File: src/rtl/pcie_tx_htile_tlp_packer.sv
// pcie_tx_htile_tlp_packer: packs a TLP with a separate 128-bit header and a
// DW-aligned payload into the H-tile AVST TX layout. The header sits in the low
// DWs of the SOP beat and the payload is shifted in behind it.
// Latency: one registered output stage, 1 cycle from input accept to tx_valid.
// Backpressure: in_ready = (!tx_valid | tx_ready) and low while a flush beat is emitted.
// Ports:
//   clk, rst_n          clock, asynchronous active-low reset
//   in_*                input TLP beats (valid/ready, sop/eop, hdr, data, vf_active)
//   tx_*                H-tile formatted output beats (valid/ready, sop/eop, data, vf_active)
//   err_len             sticky input-length mismatch flag
// Optional feature: define PCIE_TX_PACK_LEN_CHECK_EN to compare the input beat
// count with the header length field. When it is undefined, err_len is tied to 0
// and in_eop alone ends the TLP body.
module pcie_tx_htile_tlp_packer #(
  parameter int AVST_DW = 256
) (
  input  logic               clk,
  input  logic               rst_n,
  input  logic               in_valid,
  output logic               in_ready,
  input  logic               in_sop,
  input  logic               in_eop,
  input  logic [127:0]       in_hdr,
  input  logic [AVST_DW-1:0] in_data,
  input  logic               in_vf_active,
  output logic               tx_valid,
  input  logic               tx_ready,
  output logic               tx_sop,
  output logic               tx_eop,
  output logic [AVST_DW-1:0] tx_data,
  output logic               tx_vf_active,
  output logic               err_len
);

  typedef enum logic [1:0] {S_IDLE = 2'd0, S_BODY = 2'd1, S_FLUSH = 2'd2} state_e;

  state_e             state_q, state_d;
  logic [10:0]        rem_q, rem_d;      // DWs still to emit, counting the next beat
  logic [3:0][31:0]   carry_q, carry_d;  // DWs waiting to lead the next output beat
  logic               h4_q, h4_d;
  logic               vf_q, vf_d;
  logic               tx_valid_q, tx_valid_d;
  logic               tx_sop_q, tx_sop_d;
  logic               tx_eop_q, tx_eop_d;
  logic               tx_vf_q, tx_vf_d;
  logic [AVST_DW-1:0] tx_data_q, tx_data_d;

  // Header decode; only meaningful on the SOP beat.
  logic        hdr_h4;
  logic [10:0] hdr_len, hdr_total;
  assign hdr_h4    = in_hdr[125];
  assign hdr_len   = !in_hdr[126] ? 11'd0 :
                     (in_hdr[105:96] == 10'd0) ? 11'd1024 : {1'b0, in_hdr[105:96]};
  assign hdr_total = hdr_len + (hdr_h4 ? 11'd4 : 11'd3);

  logic               load, in_rdy, accept, sop_beat, produce, end_in, h4_cur;
  logic [3:0]         hsel;
  logic [10:0]        cur_rem;
  logic [31:0]        dw;
  logic [2:0]         idx;
  logic [31:0]        csrc [8];
  logic [AVST_DW-1:0] beat_dat;

`ifdef PCIE_TX_PACK_LEN_CHECK_EN
  logic [7:0] hdr_nin, in_left_q, in_left_d;
  logic       err_q, err_d, exp_last;
  assign hdr_nin = (hdr_len == 11'd0) ? 8'd1 : 8'((hdr_len + 11'd7) >> 3);
`endif

  always_comb begin
    state_d    = state_q;
    rem_d      = rem_q;
    carry_d    = carry_q;
    h4_d       = h4_q;
    vf_d       = vf_q;
    tx_valid_d = tx_valid_q;
    tx_sop_d   = tx_sop_q;
    tx_eop_d   = tx_eop_q;
    tx_vf_d    = tx_vf_q;
    tx_data_d  = tx_data_q;
    beat_dat   = '0;
    dw         = '0;
    idx        = '0;
`ifdef PCIE_TX_PACK_LEN_CHECK_EN
    in_left_d  = in_left_q;
    err_d      = err_q;
`endif

    load     = !tx_valid_q || tx_ready;
    in_rdy   = load && (state_q != S_FLUSH);
    accept   = in_valid && in_rdy;
    sop_beat = (state_q == S_IDLE);
    // A non-SOP beat arriving in IDLE is consumed and dropped.
    produce  = (accept && ((sop_beat && in_sop) || state_q == S_BODY)) ||
               (load && state_q == S_FLUSH);
    h4_cur   = sop_beat ? hdr_h4 : h4_q;
    hsel     = h4_cur ? 4'd4 : 4'd3;
    cur_rem  = sop_beat ? hdr_total : rem_q;

    // Leading DWs: the header on SOP, otherwise the carried top of the previous beat.
    for (int i = 0; i < 4; i++) csrc[i] = sop_beat ? in_hdr[127-32*i -: 32] : carry_q[i];
    for (int i = 4; i < 8; i++) csrc[i] = '0;

    for (int i = 0; i < 8; i++) begin
      idx = 3'(4'(i) - hsel);
      if (4'(i) < hsel)             dw = csrc[i];
      else if (state_q == S_FLUSH)  dw = '0;
      else                          dw = in_data[32*idx +: 32];
      if (11'(i) >= cur_rem)        dw = '0;  // past the end of the TLP
      beat_dat[32*i +: 32] = dw;
    end

`ifdef PCIE_TX_PACK_LEN_CHECK_EN
    // The body ends at the expected beat count even if in_eop is late; an early
    // in_eop ends it too and the missing DWs are zero-filled by FLUSH beats.
    exp_last = sop_beat ? (hdr_nin == 8'd1) : (in_left_q <= 8'd1);
    end_in   = in_eop || exp_last;
`else
    end_in   = in_eop;
`endif

    if (produce) begin
      rem_d = (cur_rem > 11'd8) ? cur_rem - 11'd8 : 11'd0;
      if (state_q == S_FLUSH) begin
        // Normally one beat; repeats only to zero-fill after an early in_eop.
        carry_d  = '0;
        tx_eop_d = (cur_rem <= 11'd8);
        if (cur_rem <= 11'd8) state_d = S_IDLE;
      end else begin
        for (int j = 0; j < 4; j++)
          carry_d[j] = (4'(j) < hsel) ? in_data[32*(3'(4'(j) + 4'd8 - hsel)) +: 32] : 32'h0;
        tx_eop_d = end_in && (cur_rem <= 11'd8);
        if (end_in) state_d = (cur_rem > 11'd8) ? S_FLUSH : S_IDLE;
        else        state_d = S_BODY;
        if (sop_beat) begin
          h4_d = hdr_h4;
          vf_d = in_vf_active;
        end
`ifdef PCIE_TX_PACK_LEN_CHECK_EN
        if (in_eop != exp_last) err_d = 1'b1;
        in_left_d = sop_beat ? hdr_nin - 8'd1 :
                    (in_left_q != 8'd0) ? in_left_q - 8'd1 : 8'd0;
`endif
      end
      tx_sop_d  = sop_beat;
      tx_data_d = beat_dat;
      tx_vf_d   = sop_beat ? in_vf_active : vf_q;
    end
    if (load) tx_valid_d = produce;
  end

  always_ff @(posedge clk or negedge rst_n) begin
    if (!rst_n) begin
      state_q    <= S_IDLE;
      rem_q      <= '0;
      carry_q    <= '0;
      h4_q       <= 1'b0;
      vf_q       <= 1'b0;
      tx_valid_q <= 1'b0;
      tx_sop_q   <= 1'b0;
      tx_eop_q   <= 1'b0;
      tx_vf_q    <= 1'b0;
      tx_data_q  <= '0;
    end else begin
      state_q    <= state_d;
      rem_q      <= rem_d;
      carry_q    <= carry_d;
      h4_q       <= h4_d;
      vf_q       <= vf_d;
      tx_valid_q <= tx_valid_d;
      tx_sop_q   <= tx_sop_d;
      tx_eop_q   <= tx_eop_d;
      tx_vf_q    <= tx_vf_d;
      tx_data_q  <= tx_data_d;
    end
  end

`ifdef PCIE_TX_PACK_LEN_CHECK_EN
  always_ff @(posedge clk or negedge rst_n) begin
    if (!rst_n) begin
      in_left_q <= '0;
      err_q     <= 1'b0;
    end else begin
      in_left_q <= in_left_d;
      err_q     <= err_d;
    end
  end
  assign err_len = err_q;
`else
  assign err_len = 1'b0;
`endif

  assign in_ready     = in_rdy;
  assign tx_valid     = tx_valid_q;
  assign tx_sop       = tx_sop_q;
  assign tx_eop       = tx_eop_q;
  assign tx_data      = tx_data_q;
  assign tx_vf_active = tx_vf_q;

endmodule

File: config.mk
export PLATFORM = sky130hd
export DESIGN_NAME = pcie_tx_htile_tlp_packer
export DESIGN_NICKNAME = d
export VERILOG_FILES = /design/src/rtl/pcie_tx_htile_tlp_packer.sv
export SDC_FILE = /design/constraint.sdc
export NUM_CORES = 1
export LEC_CHECK = 0
export ABC_CLOCK_PERIOD_IN_PS = 5000
export BUFFER_PORTS_ARGS = -buffer_cell sky130_fd_sc_hd__buf_2
export CELL_PAD_IN_SITES_DETAIL_PLACEMENT = 1
export CELL_PAD_IN_SITES_GLOBAL_PLACEMENT = 1
export CORE_ASPECT_RATIO = 1.1
export CORE_MARGIN = 2
export CORE_UTILIZATION = 30
export DETAILED_ROUTE_END_ITERATION = 7
export PLACE_DENSITY = 0.68
export SLEW_MARGIN = 20
export SYNTH_ARGS = -nofsm -noshare
export SYNTH_HDL_FRONTEND = slang
export SYNTH_SLANG_ARGS = --single-unit
File: constraint.sdc
create_clock -name clk -period 5 [get_ports clk]
set_input_delay 1 -clock clk [delete_from_list [all_inputs] [get_ports clk]]
set_output_delay 1 -clock clk [all_outputs]
set_load 0.005 [all_outputs]
==> results by group, run 1 <==
Global route
  – Vias in the first global route: 19190
  – Grt ovf: 0
  – Initial antenna violation count: 29
  – First-pass GRT wire length: 132.6 mm
  – Largest net degree at the start of global routing: 107
  – GRT Total Usage: 0.2713

Outcome
  – Status: finished clean

Logic synthesis
  – Synthesized flop and latch total: 403
  – Fraction of registers with async set/reset: 1.000
  – Mean post-synth cell area: 10.19 sq um
  – Most common cell in the netlist: dfrtp_1
  – Yosys warning total: 0
  – Synth unique cells: 71
  – Synth Instances: 1914
  – Synth top area share: 0.5173
  – Seq/Total Area, Yosys: 0.5173
  – Synth top cells by count: 403 x dfrtp_1, 378 x nand2_1, 320 x mux2i_1
  – Yosys top cell by area: dfrtp_1
  – Number of enable flip-flop cells after synthesis: 0
  – Synth Flop Type: dfrtp_1
  – Net count after synthesis: 2310
  – Area contributors post-synth: dfrtp_1 52%, mux2i_1 16%, o21ai_0 7.6%, nand2_1 7.3%, a22o_1 2.9%
  – Mapped Area: 19490 sq um

Finish
  – FF/Latch Area: 10080 sq um
  – Area grow syn2layout: 29.45%
  – Layout cells sized above 1: 0.3249
  – Final net count: 2903
  – Multi-input gate area: 8772 sq um
  – Filler cells: 7494
  – Cell area after layout: 25240 sq um

Route
  – Routed WL: 92.55 mm
  – Routed Antenna Nets: 0
  – Drt first pass iters: 5
  – Number of DRC markers in iteration 0: 917
  – Vias per cell: 5.258
  – Vias after detailed routing: 17880
  – DRC viols: 0
  – Routed len/inst: 27.21 um

CTS
  – Reg clk slew, reported paths: 0.06 ns
  – H-tree levels: 2
  – CTS tree: yes
  – Maximum clock path buffer count: 3
  – Resized cells post-CTS: 0
  – CTS Buf Count: 49
  – Post-CTS Setup Inserts: 0
  – Clock sink total: 403
  – Hold-fix buffers, CTS: 0
  – Root Buffer: clkbuf_16
  – Clk_lat worst skew: 0.60 ns

Placement
  – Pre-CTS setup slack: 0.4812 ns
  – Area post-placement: 23630 sq um
  – Number of port buffers: 651
  – RePlAce Congestion: 0.9219
  – DP Wirelength: 70.90 mm

Setup path
  – Nature of the critical path endpoint: register
  – Worst-path maximum fanout: 32
  – Sum of buffers and inverters on the critical path: 2
  – Arrival @ worst endpoint: 4.41 ns
  – Max incr delay on CP: 0.49 ns
  – Cells on worst reg2reg path: 8
  – Setup CP Type: primary input to register
  – Delay-heaviest family, CP: compound AO/OA/AOI/OAI gates
  – Levels on crit path: 12
  – Cell chain of the critical path: buf_2 -> and2_1 -> ha_1 -> fa_1 -> a21oi_1 -> or3_1 -> nand3_1 -> a311oi_2 -> nand2_4 -> o31ai_4 -> buf_4 -> o21ai_0
  – CP Launch Type: primary input
  – Worst path required time: 5.42 ns
  – Critical-path cell with the highest stage delay: a311oi_2
  – Worst R2R Setup Slack: 1.65 ns

Floorplan
  – Die Wd: 247.1 um
  – I/O Pins: 653
  – Full die area: 67040 sq um
  – Num rows: 98
  – Die height: 271.4 um
  – Initial core utilization: 0.3017
  – Core Footprint: 64620 sq um

Job
  – Max_cap viols: 0

Timing
  – RSZ-0062 raised after global routing: false
  – Fin crit share: 0.7978
  – Worst Max-Slew Pin Slew: 1.035 ns
  – Final Hold Vio Count: 0
  – Setup TNS Final: 0 ns
  – Rel. slew slack: 0.3086
  – Post-Route Skew: 0.02661 ns
  – Final setup viols: 0
  – Minimum clock period: 3.989 ns
  – Fin worst setup slack: 1.011 ns
  – Max Freq: 0.2507 GHz
  – Final Max Tran Viols: 0

Worst hold path
  – WHS Path Cells: 2
  – Worst min path class: register to register

Power
  – VDD IR max: 0.0003462 V
  – Total power: 14.96 mW
  – Pwr dens: 592.8 nW/um^2
  – Leak: 12.61 nW
## logic make-up (layout without fill, tap and decap cells)
kind of cell / Yosys count / in the layout / synth area share
DFF: 403 / 403 / 0.5173
other: 1 / 13 / 0.0001924
muxes: 322 / 322 / 0.1660
AOI/OAI and AO/OA: 550 / 550 / 0.1767
adders and majority gates: 5 / 5 / 0.003594
xor gates and xnor gates: 4 / 4 / 0.001797
buffers and inverters: 153 / 778 / 0.03543
and+or+nand+nor: 476 / 476 / 0.09897
## path summary, 6_finish.rpt
kind / from / endpoint
hold reg to reg: tx_data[86]$_DFFE_PN0P_ / tx_data[86]$_DFFE_PN0P_
setup / recovery: in_hdr[126] / tx_data[193]$_DFFE_PN0P_
max in group asynchronous: rst_n / tx_data[83]$_DFFE_PN0P_
hold / removal: tx_data[86]$_DFFE_PN0P_ / tx_data[86]$_DFFE_PN0P_
min in group asynchronous: rst_n / tx_data[61]$_DFFE_PN0P_
setup reg to reg: state_q[1]$_DFFE_PN0P_ / tx_data[193]$_DFFE_PN0P_
## area by class of cell
cell class,count,share of cell area
antenna,12,0.001190
clock buffer,69,0.05682
clock inverter,14,0.005503
inverter,6,0.0008924
multi-input combinational,1358,0.3476
sequential,403,0.3996
tap,850,0.04214
timing repair buffer,689,0.1463
## stage by stage
stage / util / hold WS [ns] / std cells
2_1_floorplan: - / 0.4450 / 1914
3_3_place_gp: 0.3657 / 0.4577 / 3306
3_5_place_dp: 0.3657 / 0.4652 / 3306
4_1_cts: 0.3901 / 0.4786 / 3389
5_1_grt: 0.3904 / 0.5025 / 3397
6_report: 0.3905 / 0.4761 / 3401
## routing by layer
metal,routed length [um],global-route usage,share of wire
met4,5288,0.1403,0.057
met2,44730,0.4486,0.48
met5,149,0,0.0016
met1,35550,0.3202,0.38
met3,6835,0.07563,0.074
## sequential cells by signal, summed over array words and instances (netlist names)
signal / count
tx_sop: 1
state_q: 2
vf_q: 1
rem_q: 11
tx_valid: 1
tx_eop: 1
h4_q: 1
tx_data: 256
carry_q: 128
tx_vf_active: 1
## worst reg2reg max path, delay by kind of cell (launching register included)
kind / cells / cell delay [ns]
AO/OA/AOI/OAI: 4 / 1.03
buffers and inverters: 2 / 0.86
flip-flops: 1 / 0.55
AND/OR/NAND/NOR: 2 / 0.76
## layout by cell type, fill, tap and decap left out, drive strengths merged, types with 3 or more instances in the layout
master,Yosys,layout
a21o,4,4
a21oi,9,9
clkbuf,97,69
nand4,4,4
mux2i,321,321
a22o,64,64
o21a,3,3
nor2,53,53
nand3,10,10
diode,0,12
and2,7,7
dfrtp,403,403
clkinvlp,0,3
ha,4,4
o21ai,394,394
o211ai,5,5
inv,6,7
xor2,3,3
a311oi,3,3
buf,50,689
and3,3,3
nand2,379,379
o31ai,10,10
nand2b,3,3
or4,3,3
clkinv,0,8
or3,3,3
a31oi,35,35
a211oi,4,4
## power breakdown
| part | switching, mW | internal (mW) | leakage, nW |
|---|---|---|---|
| sequential | 0.835 | 4.46 | 5.42 |
| combinational | 3.81 | 2.29 | 6.42 |
| clock | 1.47 | 2.09 | 0.769 |
(Power assumes the default switching activity.)
==> run 2: changes to the inputs <==
ABC_CLOCK_PERIOD_IN_PS = 3400   (was 5000)
PLACE_DENSITY = 0.7   (was 0.68)
clock period = 3.4 ns   (was 5 ns; I/O delays follow)
==> run 2 against run 1 <==
Worst setup slack worse by 0.64 ns. Via count is 0.56% higher. Utilization is 0.86 points higher. Register-to-register slack worse by 1.1 ns. Worst hold slack worse by 0.34 ns. Sequential share of layout area is 0.86 points lower. Critical path type unchanged.
==> results by group, run 2 (synthesis gave the netlist of run 1 again) <==
Outcome
  – Status: finished clean

CTS
  – Reg clk slew, reported paths: 0.06 ns (about the same)
  – Clk_lat worst skew: 0.58 ns (-0.02 ns)
  – CTS tree: yes
  – Resized cells post-CTS: 0 (unchanged)
  – Clock sink total: 403 (unchanged)
  – Hold-fix buffers, CTS: 0 (unchanged)
  – CTS Buf Count: 48 (-2.0%)
  – Post-CTS Setup Inserts: 0 (unchanged)
  – Maximum clock path buffer count: 3 (unchanged)
  – Root Buffer: clkbuf_16
  – H-tree levels: 2 (unchanged)

Global route
  – First-pass GRT wire length: 133.9 mm (+0.97%)
  – Vias in the first global route: 19300 (+0.60%)
  – Largest net degree at the start of global routing: 192 (+79%)
  – GRT Total Usage: 0.2735 (+0.002274)
  – Initial antenna violation count: 34 (+17%)
  – Grt ovf: 0 (unchanged)

Finish
  – Area grow syn2layout: 32.31%
  – Cell area after layout: 25790 sq um (+2.2%)
  – FF/Latch Area: 10080 sq um (unchanged)
  – Filler cells: 7426 (-0.91%)
  – Util after Layout: 0.3992 (+0.008617)
  – Non-filler instance count after layout: 3462 (+1.8%)
  – Top library cells by usage in the layout, fill and taps aside: 650 x buf_2, 403 x dfrtp_1, 377 x nand2_1
  – Final net count: 2962 (+2.0%)
  – Commonest non-fill, non-tap cell in the layout: buf_2
  – Layout cells sized above 1: 0.3408 (+0.01586)
  – Multi-input gate area: 8807 sq um (+0.40%)
  – Max reg flops: 256 (unchanged)

Route
  – Number of DRC markers in iteration 0: 1080 (+18%)
  – DRC viols: 0 (unchanged)
  – Vias per cell: 5.194 (-1.2%)
  – Routed Antenna Nets: 0 (unchanged)
  – Routed WL: 93.66 mm (+1.2%)
  – Drt first pass iters: 5 (unchanged)
  – Vias after detailed routing: 17980 (+0.56%)
  – Routed len/inst: 27.05 um (-0.58%)

Placement
  – Number of port buffers: 651 (unchanged)
  – Pre-CTS setup slack: -0.1582 ns (-0.6394 ns)
  – Area post-placement: 24310 sq um (+2.8%)
  – RePlAce Congestion: 0.9418 (+2.2%)
  – DP Wirelength: 72.87 mm (+2.8%)
  – DP Cell Count: 3366 (+1.8%)

Setup path
  – CP Launch Type: primary input
  – Cell chain of the critical path: buf_2 -> and2_4 -> ha_4 -> fa_1 -> or4_1 -> o31ai_2 -> nand2_1 -> o41ai_2 -> nand4_1 -> buf_4 -> o31ai_1 -> o21ai_1
  – Nature of the critical path endpoint: register
  – Worst path required time: 3.84 ns (-1.58 ns)
  – Setup CP Type: primary input to register
  – Worst-path maximum fanout: 7 (-78%)
  – Critical-path cell with the highest stage delay: or4_1
  – Critical Path Start: in_hdr[96]
  – Worst R2R Setup Slack: 0.53 ns (-1.12 ns)
  – Max incr delay on CP: 0.54 ns (+0.05 ns)
  – Worst r2r src: state_q[1]$_DFFE_PN0P_
  – Arrival @ worst endpoint: 3.48 ns (-0.93 ns)

Timing
  – Fin worst setup slack: 0.3671 ns (-0.6441 ns)
  – Max Freq: 0.3297 GHz
  – Worst Max-Slew Pin Slew: 0.8861 ns (-0.1485 ns)
  – Fin crit share: 0.8920
  – Fin Hold WS: 0.1400 ns (-0.3361 ns)
  – RSZ-0062 raised after global routing: false
  – Rel. slew slack: 0.4093 (+0.1006)
  – Setup TNS Final: 0 ns (unchanged)
  – Minimum clock period: 3.033 ns
  – Post-Route Skew: 0.01329 ns (-0.01331 ns)
  – Final Hold Vio Count: 0 (unchanged)
  – Final Max Tran Viols: 0 (unchanged)
  – Final setup viols: 0 (unchanged)

Floorplan
  – Die height: 271.4 um (unchanged)
  – Num rows: 98 (unchanged)
  – Core Footprint: 64620 sq um (unchanged)
  – Die Wd: 247.1 um (unchanged)
  – Full die area: 67040 sq um (unchanged)
  – I/O Pins: 653 (unchanged)
  – Initial core utilization: 0.3017 (unchanged)

Power
  – Pwr dens: 861.0 nW/um^2 (+45%)
  – Reg power frac: 0.352 (-0.002)
  – Leak: 12.93 nW (+2.5%)
  – Internal power: 13.10 mW (+48%)
  – P_sw: 9.113 mW (+49%)
  – Total power: 22.21 mW (+48%)
  – Clock Power Share: 0.220 (-0.018)
  – Sw Ratio: 0.4103 (+0.001310)
  – Logic pwr share: 0.427 (+0.019)
  – VDD IR max: 0.0004442 V (+28%)

Worst hold path
  – Worst min path class: primary input to async pin

Job
  – Max_cap viols: 0 (unchanged)
-- run 2: routing by layer --
metal | global-route usage | share of wire
met5 | 0 | 0.0017
met1 | 0.3300 | 0.39
met4 | 0.1205 | 0.045
met2 | 0.4581 | 0.49
met3 | 0.07049 | 0.066
-- run 2: worst paths after layout --
| path | cells after the start | end |
|---|---|---|
| max | 12 | state_q[1]$_DFFE_PN0P_ |
| min | 1 | tx_data[65]$_DFFE_PN0P_ |
| max reg2reg | 7 | carry_q[19]$_DFFE_PN0P_ |
| min reg2reg | 2 | tx_data[77]$_DFFE_PN0P_ |
| max in group asynchronous | 2 | tx_data[20]$_DFFE_PN0P_ |
| min in group clk | 2 | carry_q[112]$_DFFE_PN0P_ |
-- run 2: power groups by stage --
stage	Clock, mW	Combinational [mW]	Sequential (mW)
floorplan	0	5.24	7.53
global placement	0	9.25	7.80
detailed placement	0	9.53	7.86
CTS	5.00	9.56	7.82
global route	5.18	10.3	8.01
finish	4.89	9.49	7.83
-- run 2: worst max-delay path, delay by kind of cell --
| family | cells | cell delay, ns |
|---|---|---|
| adder cells (fa/ha/maj) | 2 | 0.65 |
| AO/OA/AOI/OAI | 4 | 0.88 |
| AND/OR/NAND/NOR | 4 | 0.96 |
| buffers and inverters | 2 | 0.31 |
-- run 2: layout make-up --
type | instances | area share
Antenna cell | 18 | 0.001746
Clock inverter | 13 | 0.002911
Sequential cell | 403 | 0.3910
Inverter | 6 | 0.0008732
Timing Repair Buffer | 749 | 0.1678
Tap cell | 850 | 0.04123
Clock buffer | 65 | 0.05297
Multi-Input combinational cell | 1358 | 0.3415
==> run 3: changes to the inputs <==
CORE_AREA = 2 2 254 256   (was default)
CORE_ASPECT_RATIO = default   (was 1.1)
CORE_MARGIN = default   (was 2)
CORE_UTILIZATION = default   (was 30)
DIE_AREA = 0 0 256 258   (was default)
MAX_ROUTING_LAYER = met4   (was default)
PLACE_DENSITY = 0.72   (was 0.7)
==> run 3 against run 2 <==
Worst setup slack improved by 0.041 ns. Non-clock buffer count fell by 7. Total power rose by 1.6%. Sequential cell count stayed put. Via count shrank 0.33%. Clock skew increased by 0.0029 ns.
==> results by group, run 3 (synthesis gave the netlist of run 1 again) <==
Setup path
  – Worst path required time: 3.84 ns (about the same)
  – Critical-path cell with the highest stage delay: or4_1
  – Cell chain of the critical path: buf_2 -> and2_4 -> ha_4 -> fa_1 -> or4_1 -> o31ai_2 -> nand2_1 -> o41ai_2 -> nand4_1 -> buf_4 -> nor2_4 -> o211ai_1
  – Max incr delay on CP: 0.55 ns (about the same)
  – Worst-path maximum fanout: 9 (+2)
  – Nature of the critical path endpoint: register
  – CP Launch Type: primary input
  – Arrival @ worst endpoint: 3.44 ns (-0.04 ns)
  – Setup CP Type: primary input to register

Timing
  – RSZ-0062 raised after global routing: false
  – Rel. slew slack: 0.4574 (+0.04810)
  – Fin crit share: 0.8800 (-0.01207)
  – Fin worst setup slack: 0.4081 ns (+0.04105 ns)
  – Fin Hold WS: 0.1105 ns (-0.02952 ns)
  – Final setup viols: 0 (unchanged)
  – Worst Max-Slew Pin Slew: 0.8140 ns (-0.07216 ns)
  – Max Freq: 0.3342 GHz (+1.4%)
  – Post-Route Skew: 0.01618 ns (+0.002885 ns)
  – Final Hold Vio Count: 0 (unchanged)
  – Final Max Tran Viols: 0 (unchanged)
  – Minimum clock period: 2.992 ns (-0.04105 ns)

Power
  – Sw Ratio: 0.4076 (-0.002722)
  – Logic pwr share: 0.419 (-0.008)
  – Reg power frac: 0.351 (about the same)
  – VDD IR max: 0.0003505 V (-21%)
  – Internal power: 13.36 mW (+2.0%)
  – Clock Power Share: 0.230 (+0.010)
  – Pwr dens: 870.4 nW/um^2 (+1.1%)
  – Leak: 12.95 nW (+0.19%)
  – Total power: 22.56 mW (+1.6%)
  – P_sw: 9.195 mW (+0.90%)

Floorplan
  – Core Footprint: 63650 sq um (-1.5%)
  – Initial core utilization: 0.3063 (+0.004596)
  – Die Wd: 256 um (+3.6%)
  – I/O Pins: 653 (unchanged)
  – Die height: 258 um (-4.9%)
  – Full die area: 66050 sq um (-1.5%)
  – Num rows: 93 (-5.1%)

Finish
  – Layout cells sized above 1: 0.3422 (+0.001410)
  – Final net count: 2955 (-0.24%)
  – Area grow syn2layout: 32.95%
  – Max reg flops: 256 (unchanged)
  – Commonest non-fill, non-tap cell in the layout: buf_2
  – Top library cells by usage in the layout, fill and taps aside: 650 x buf_2, 402 x dfrtp_1, 377 x nand2_1
  – Util after Layout: 0.4072 (+0.008046)

Job
  – Max_cap viols: 0 (unchanged)

Route
  – Vias after detailed routing: 17920 (-0.33%)
  – Routed WL: 92.37 mm (-1.4%)
  – Number of DRC markers in iteration 0: 1225 (+13%)
  – Routed len/inst: 26.56 um (-1.8%)
  – Vias per cell: 5.154 (-0.79%)
  – Drt first pass iters: 6 (+1)
  – Routed Antenna Nets: 0 (unchanged)
  – DRC viols: 0 (unchanged)

Placement
  – Pre-CTS setup slack: -0.1615 ns (-0.003371 ns)
  – RePlAce Congestion: 0.9628 (+2.2%)
  – Number of port buffers: 651 (unchanged)
  – DP Wirelength: 71.52 mm (-1.9%)

Global route
  – First-pass GRT wire length: 134.3 mm (+0.30%)
  – Vias in the first global route: 19480 (+0.91%)
  – Largest net degree at the start of global routing: 112 (-42%)
  – Grt ovf: 0 (unchanged)
  – Initial antenna violation count: 28 (-18%)
  – GRT Total Usage: 0.2821 (+0.008517)

CTS
  – Post-CTS Setup Inserts: 0 (unchanged)
  – Reg clk slew, reported paths: 0.06 ns (about the same)
  – Root Buffer: clkbuf_16
  – Hold-fix buffers, CTS: 0 (unchanged)
  – Clk_lat worst skew: 0.58 ns (about the same)
  – CTS tree: yes
  – Clock sink total: 403 (unchanged)
  – CTS Buf Count: 48 (unchanged)
  – H-tree levels: 2 (unchanged)
  – Maximum clock path buffer count: 3 (unchanged)
  – Resized cells post-CTS: 0 (unchanged)

Outcome
  – Status: finished clean

Worst hold path
  – Worst min path class: primary input to async pin
==> run 3: layer usage <==
| layer | track usage | routed length (um) |
|---|---|---|
| met2 | 0.4792 | 46500 |
| met1 | 0.3377 | 37450 |
| met3 | 0.05850 | 5607 |
| met4 | 0.08350 | 2810 |
| met5 | - | 0 |
==> run 3: worst paths after layout <==
| kind | from | to | slack, ns | cells past startpoint |
|---|---|---|---|---|
| setup / recovery | in_hdr[96] | rem_q[0]$_DFFE_PN0P_ | 0.41 | 12 |
| hold / removal | rst_n | tx_data[89]$_DFFE_PN0P_ | 0.11 | 1 |
| setup reg to reg | state_q[1]$_DFFE_PN0P_ | tx_data[133]$_DFFE_PN0P_ | 0.54 | 9 |
| hold reg to reg | tx_data[228]$_DFFE_PN0P_ | tx_data[228]$_DFFE_PN0P_ | 0.47 | 2 |
| max in group asynchronous | rst_n | tx_data[111]$_DFFE_PN0P_ | 2.25 | 2 |
| min in group clk | in_data[232] | carry_q[104]$_DFFE_PN0P_ | 0.35 | 2 |
==> run 3: area by class of cell <==
class / instances / area [sq um]
tap: 855 / 1070
fill: 7396 / 37730
multi-input combinational: 1358 / 8816
antenna: 28 / 70.07
sequential: 403 / 10090
timing repair buffer: 742 / 4289
inverter: 6 / 22.52
clock buffer: 66 / 1391
clock inverter: 20 / 173.9
==> run 3: critical path: cells and delay by family <==
family	cells	cell delay (ns)
fa+ha+maj	2	0.66
simple gates	5	1.18
buf+inv	2	0.30
compound gates	3	0.61
==> run 3: per-stage QoR <==
step	cell area (sq um)	setup TNS, ns	std cells
after global routing	25910	0	3476
final	25920	0	3478
after global placement	24280	-6.811	3364
after detailed placement	24280	-14.98	3364
after floorplan	19550	-1.911	1914
after CTS	25850	0	3450
==> run 3: power by group through the flow <==
stage	Clock (mW)	Combinational (mW)	Sequential (mW)
6_report	5.19	9.44	7.93
5_1_grt	5.46	10.3	8.13
4_1_cts	5.30	9.51	7.93
3_5_place_dp	0	9.47	7.98
3_3_place_gp	0	9.18	7.93
2_1_floorplan	0	5.24	7.53
